$ cat config.mk
export PLATFORM = sky130hd
export DESIGN_NAME = sequence_store
export DESIGN_NICKNAME = d
export VERILOG_FILES = /design/src/rtl/sequence_store.sv
export SDC_FILE = /design/constraint.sdc
export NUM_CORES = 1
export LEC_CHECK = 0
export CAP_MARGIN = 25
export CORE_MARGIN = 3
export CORE_UTILIZATION = 45
export CTS_CLUSTER_DIAMETER = 200
export CTS_CLUSTER_SIZE = 14
export DETAILED_ROUTE_END_ITERATION = 8
export PLACE_DENSITY = 0.72
export SETUP_SLACK_MARGIN = 0.5
export SYNTH_ARGS = -nofsm -noshare
export SYNTH_HDL_FRONTEND = slang
export SYNTH_SLANG_ARGS = --single-unit
$ cat constraint.sdc
create_clock -name clk -period 2.3 [get_ports clk]
set_input_delay 0.46 -clock clk [delete_from_list [all_inputs] [get_ports clk]]
set_output_delay 0.46 -clock clk [all_outputs]
set_load 0.02 [all_outputs]
$ cat src/rtl/sequence_store.sv
// Register bank of DEPTH entries x WIDTH bits with append-only writes and in-order playback.
// Holds the colour sequence for the Simon game controller.
module sequence_store #(
    parameter int WIDTH = 2,
    parameter int DEPTH = 32,
    parameter int PTR_W = 5
) (
    input  logic               clk,
    input  logic               reset,
    input  logic               clear,
    input  logic               append_valid,
    input  logic [WIDTH-1:0]   append_data,
    output logic               append_ready,
    input  logic               play_start,
    input  logic               play_step,
    output logic               play_valid,
    output logic [WIDTH-1:0]   play_data,
    output logic               play_last,
    output logic               play_done,
    output logic [PTR_W:0]     length,
    output logic               full,
    output logic               empty
);

    typedef enum logic {
        IDLE,
        PLAY
    } state_t;

    localparam logic [PTR_W:0]   DEPTH_L = (PTR_W+1)'(DEPTH);
    localparam logic [PTR_W:0]   LEN_ONE = (PTR_W+1)'(1);
    localparam logic [PTR_W-1:0] IDX_ONE = PTR_W'(1);

    state_t           r_state;
    logic [WIDTH-1:0] r_mem [DEPTH];
    logic [PTR_W:0]   r_length;
    logic [PTR_W:0]   r_playLen;
    logic [PTR_W-1:0] r_index;
    logic             r_playValid;
    logic             r_playDone;
    logic [WIDTH-1:0] r_playData;

    logic w_full;
    logic w_appendFire;
    logic w_lastIdx;

    assign w_full       = (r_length == DEPTH_L);
    assign append_ready = (r_state == IDLE) && !w_full;
    assign w_appendFire = append_valid && append_ready;
    assign w_lastIdx    = ({1'b0, r_index} == (r_playLen - LEN_ONE));

    assign play_valid = r_playValid;
    assign play_data  = r_playData;
    assign play_last  = r_playValid && w_lastIdx;
    assign play_done  = r_playDone;
    assign length     = r_length;
    assign full       = w_full;
    assign empty      = (r_length == '0);

    // Storage has no reset; a write only lands when neither reset nor clear wins the cycle.
    always_ff @(posedge clk) begin
        if (!reset && !clear && w_appendFire) begin
            r_mem[r_length[PTR_W-1:0]] <= append_data;
        end
    end

    // play_len is captured from the pre-append length, so a same-cycle append is not replayed.
    always_ff @(posedge clk) begin
        r_playDone <= 1'b0;
        if (reset) begin
            r_state     <= IDLE;
            r_length    <= '0;
            r_playLen   <= '0;
            r_index     <= '0;
            r_playValid <= 1'b0;
            r_playData  <= '0;
        end else if (clear) begin
            r_state     <= IDLE;
            r_length    <= '0;
            r_index     <= '0;
            r_playValid <= 1'b0;
        end else begin
            case (r_state)
                IDLE: begin
                    if (play_start) begin
                        if (r_length != '0) begin
                            r_state     <= PLAY;
                            r_playLen   <= r_length;
                            r_index     <= '0;
                            r_playValid <= 1'b1;
                            r_playData  <= r_mem[0];
                        end else begin
                            r_playDone <= 1'b1;
                        end
                    end
                end
                PLAY: begin
                    if (play_step) begin
                        if (w_lastIdx) begin
                            r_state     <= IDLE;
                            r_playValid <= 1'b0;
                            r_playDone  <= 1'b1;
                        end else begin
                            r_index    <= r_index + IDX_ONE;
                            r_playData <= r_mem[r_index + IDX_ONE];
                        end
                    end
                end
            endcase
            if (w_appendFire) begin
                r_length <= r_length + LEN_ONE;
            end
        end
    end

endmodule
---- Yosys cells after proc, flatten, opt, wreduce, memory -nomap -nowiden ----
Memories as Yosys holds them, arrays and structs flattened.
Index checks and enable logic that the tools add are counted.
word-level totals
  bits in registers ....................... 22
  RAM bits ................................ 64
  input bits .............................. 8
  output and inout bits ................... 14
  logic and storage cells ................. 62
  memories ................................ 1
memories
  name   depth  bits a word  rd ports  clocked after memory_dff  wr ports  RTL line  source
  r_mem  32     2            2         0                         1         35        logic [WIDTH-1:0] r_mem [DEPTH];
cells by class
  add/sub/neg operators ................... 3
  equality and inequality tests ........... 7
  mux-type cells .......................... 27
  bitwise gates (word level) .............. 2
  reductions and logical operators ........ 15
operators by type and width
  kind                 number
  $mux 5               4
  $mux 1               14
  $reduce_and 4->1     3
  $pmux 5 s2           1
  $mux 2               4
  $add 6x1->6 const B  1
  $eq 5x6->1           1
  $eq 6x6->1 const B   1
  $logic_not 6->1      1
  $ne 2x2->1 const B   3
  $pmux 1 s2           3
  $reduce_bool 6->1    1
  $sub 6x1->6 const B  1
  $add 5x1->5 const B  1
  $logic_and 1x1->1    5
  $reduce_and 5->1     1
  $ne 2x1->1 const B   2
  $pmux 2 s2           1
  $logic_not 1->1      3
  $not 1->1            2
  $reduce_or 2->1      1

---- Logic depth before layout (Yosys ltp) ----
  depth after elaboration ................. 7
  gate-level depth with buffers ........... 8
  mapped depth without buffers ............ 8

---- Worst setup path before layout ----
Ideal clock, no wire load.
  path type ............................... register to register
  start point ............................. register r_length[0] (netlist: length[0])
  end point ............................... memory r_mem[30][0], enable pin
  library setup time ...................... 0.309 ns
  arrival ................................. 1.946 ns
  required time ........................... 1.991 ns
  slack ................................... 0.044 ns
  stages on the path, launching flop included .. 7
  buffers on the path ..................... 0
  period minus slack after synthesis ...... 2.256 ns
  path through ............................ dfxtp_1 -> inv_1 -> ha_1 -> a31oi_1 -> and3_1 -> nand2_1 -> nor2_1
on the way
  longest elaborated chain between the ends .. 7
ends and longest elaborated chain
  item                          RTL line  source
  start, declared               36        logic [PTR_W:0] r_length;
  start signal, assigned        111       r_length <= r_length + LEN_ONE;
  $eq 6x6->1                    47        assign w_full = (r_length == DEPTH_L);
  $logic_not 1->1               48        assign append_ready = (r_state == IDLE) && !w_full;
  $logic_and 1x1->1             48
  via append_ready              13        output logic append_ready,
  $logic_and 1x1->1             49        assign w_appendFire = append_valid && append_ready;
  $logic_and 1x1->1             62        if (!reset && !clear && w_appendFire) begin
  $mux 1                        62
  $mux 1 (implied by the code)  63        r_mem[r_length[PTR_W-1:0]] <= append_data;
  end, declared                 35
The timed path passes the listed nets, and every way through them passes these cells.

---- Worst setup path in the final report ----
  start point ............................. register r_playLen[0]
  end point ............................... output port play_last
on the way
  longest elaborated chain between the ends .. 3
ends and longest elaborated chain
  item                    RTL line  source
  start, declared         37        logic [PTR_W:0] r_playLen;
  start signal, assigned  88        r_playLen <= r_length;
  $sub 6x1->6             50        assign w_lastIdx = ({1'b0, r_index} == (r_playLen - LEN_ONE));
  $eq 5x6->1              50
  $logic_and 1x1->1       54        assign play_last = r_playValid && w_lastIdx;
  end, declared           18        output logic play_last,
Every way passes these cells.

==> impl_metrics.tcl <==
set metrics [dict create \
    violations "setup timing" \
    drive_gt1_share_pct 42.4 \
    fin_crit_ps 2380 \
    drc 0 \
    grt_use_total_pct 17.2 \
    syn_avg_cell_area_um2 13.8 \
    fin_skew_ps 9.71 \
    drv_cap 0 \
    netlist.area_leader.share_pct 49.2 \
    wl_met2_um 4160 \
    cts_tree "built" \
    core_area_um2 8340 \
    min_period_over_period_pct 104 \
    die_area_um2 9840 \
    clkTransAtPathRegs_ps 90 \
    r2r_slack_ps 220 \
    start_kind "flop" \
    grt_pass1_vias 2516 \
    seqPwrFrac_pct 57.7 \
    vias_per_cell 5.37 \
    cts.root.buffer_cell "clkbuf_8" \
    intPower_w 0.00223 \
    io_pins 22 \
    syn_area_um2 3910 \
    reg2reg_from "r_index[0]" \
    drt-initial-drc-count 134 \
    grt_setup_unrepaired "yes" \
    clock_path_buffers 2 \
    cts.sinks 86 \
    fin_hold_ws_ps 488 \
    drt_first_pass_iters 4 \
    finalWirelength_um 8310 \
    overflow 0 \
    antenna_found_initial 0 \
    synth_edf_count 64 \
    routabilityCongestion 0.847 \
    dr_total_vias 2436 \
    dp_hpwl_um 5180 \
    hold_class "flop to flop" \
    crit_required_ps 1840 \
    antenna_left 0 \
    synth.area.top_cells "edfxtp_1, dfxtp_1, mux4_2, mux2i_1, nor2_1" \
    htree_num_levels 3 \
    fillers 631 \
    synth.distinct_cells 45 \
    clockPowerShare_pct 37.9 \
    r2r_cells 7 \
    async_flop_share_pct 0 \
    syn_to_final_growth_pct 29.0 \
    ys.warnings.count 0 \
    worstHoldStart "play_valid" \
    crit_fanout 3 \
    post-route-worst-setup-slack_ps -84.9 \
    initial_core_util_pct 46.8 \
    setup_viol 1 \
    die_h_um 99.2 \
    synth_flop_cell "edfxtp_1" \
    ys_ff_latch 86 \
    total_power_w 0.00289 \
    cp-end-kind "primary output" \
    r2r_end "play_data[1]" \
    clk_latency_ps 370 \
    p_sw_share_pct 22.8 \
    worstPathArrival_ps 1920 \
    combPwrFrac_pct 4.5 \
    yosysTopAreaCell "edfxtp_1" \
    synthesis.nets 298 \
    hold_depth 2 \
    max_freq_ghz 0.419 \
    fin_util_pct 60.5 \
    power.switching_w 0.000658 \
    m1WireLength_um 3650 \
    crit_type "flop to primary output" \
    diodes 0 \
    io_buffers 21 \
    slew_headroom_pct 59.1 \
    ir_drop_mv 0.395 \
    p_leak_nw 1.75 \
    finalHoldViolations 0 \
    syn_inst 284 \
    outcome "complete, but fails checks" \
    seq_area_frac_synth_pct 60.5 \
    drv_slew 0 \
    tightest_slew_ps 611 \
    grt_max_degree 33 \
    grt_first_pass_wirelength_um 12800 \
    die_w_um 99.2 \
    cts-buffers-inserted 9 \
    power.density_nw_per_um2 573 \
    highest_layer "met4" \
    routedWlPerCell_um 18.3 \
    hold_end "play_valid" \
    rows 33 \
    final_nets 358 \
    met3_length_um 330 \
]
## through the flow
step	setup TNS [ps]	area, µm²	cells	worst slack, ps
CTS	-102	4820	447	-102
finish	-84.9	5040	454	-84.9
detailed placement	-194	4450	422	-194
global placement	-166	4450	422	-166
global route	-154	5040	454	-154
floorplan	0	4000	284	302
## state kept, by name, summed over array words and instances (netlist names)
| name | cells |
|---|---|
| r_mem | 64 |
| length | 6 |
| r_playLen | 6 |
| r_index | 5 |
| play_data | 2 |
| play_done | 1 |
| play_valid | 1 |
| r_state | 1 |
## power groups by stage
stage / Clock (W) / Sequential, W / Combinational, W
3_5_place_dp: 0 / 0.00171 / 0.000111
4_1_cts: 0.00112 / 0.00167 / 0.000119
2_1_floorplan: 0 / 0.00171 / 0.0000499
3_3_place_gp: 0 / 0.00171 / 0.000109
5_1_grt: 0.00118 / 0.00167 / 0.000138
6_report: 0.00109 / 0.00167 / 0.000130
## per-layer routing
| metal | vias to the layer above | global-route usage (%) |
|---|---|---|
| li1 | 1167 | - |
| met1 | 1211 | 22.6 |
| met2 | 47 | 27.5 |
| met3 | 11 | 3.23 |
| met4 | 0 | 8.72 |
| met5 | - | 0 |
## cell usage after synthesis (all sizes together), types with 3 or more instances
cell type and instances:
nand2 12, nor2 54, inv 9, dfxtp 22, nand3 6, xor2 9
and3 3, a21oi 4, mux4 16, mux2i 22, buf 4, edfxtp 64
ha 6, o21ai 6, nand3b 5, clkbuf 7, nor2b 3, xnor2 6
## cell families (layout without fill, tap and decap cells)
group           after synthesis  count (layout)  synth area share [%]
compound gates               21              21                  3.94
xor+xnor                     15              15                  3.55
fa+ha+maj                     6               6                  1.92
buf+inv                      20              85                  2.43
flops                        86              86                  60.5
mux                          38              38                  15.3
simple gates                 98              98                  12.4
## area by class of cell
| cell class | count | area (µm²) | area share, % |
|---|---|---|---|
| sequential | 86 | 2380 | 47.2 |
| clock buffer | 9 | 124 | 2.46 |
| timing repair buffer | 60 | 581 | 11.5 |
| inverter | 9 | 36.3 | 0.720 |
| multi-input combinational | 178 | 1710 | 33.9 |
| tap | 105 | 131 | 2.61 |
| clock inverter | 7 | 80.1 | 1.59 |
## cells in the final DEF, fill, tap and decap left out, drive strengths merged, types with 2 or more instances in the layout
master,Yosys,layout
o21ai,6,6
or4bb,2,2
and2,2,2
o211ai,2,2
ha,6,6
nor2,54,54
nand3b,5,5
nor3,2,2
dfxtp,22,22
clkbuf,7,11
clkinv,0,2
mux4,16,16
mux2i,22,22
inv,9,11
nand3,6,6
nand2,12,12
clkdlybuf4s50,0,9
xor2,9,9
clkdlybuf4s15,0,2
nor2b,3,3
o2bb2ai,2,2
xnor2,6,6
nand4,2,2
and3,3,3
buf,4,42
edfxtp,64,64
clkinvlp,0,2
a21oi,4,4
dlygate4sd2,0,4
or3,2,2
## what timing repair did
item	in CTS	in global routing
pin swaps	7	13
cloned	0	1
hold buffers	0	0
setup endpoints to repair	57	78
resized for setup	52	52
setup buffers	9	6
## worst max-delay path, cell delays in order, from the launching register on
cell and delay, ps:
dfxtp_2 330, or3_4 410, buf_6 140, nor3_4 160, xnor2_2 160, nand3_2 140, nor2_4 110, buf_6 120
## worst max-delay path by stage
stage / start / to / slack, ps / cells after the start
floorplan: r_playLen[1] / play_last / 300 / 5
global placement: r_playLen[1] / play_last / -170 / 6
detailed placement: r_playLen[0] / play_last / -190 / 8
CTS: r_playLen[0] / play_last / -100 / 6
global route: r_playLen[0] / play_last / -150 / 7
finish: r_playLen[0] / play_last / -80 / 7
No activity file was read; power rests on OpenSTA's default activity.
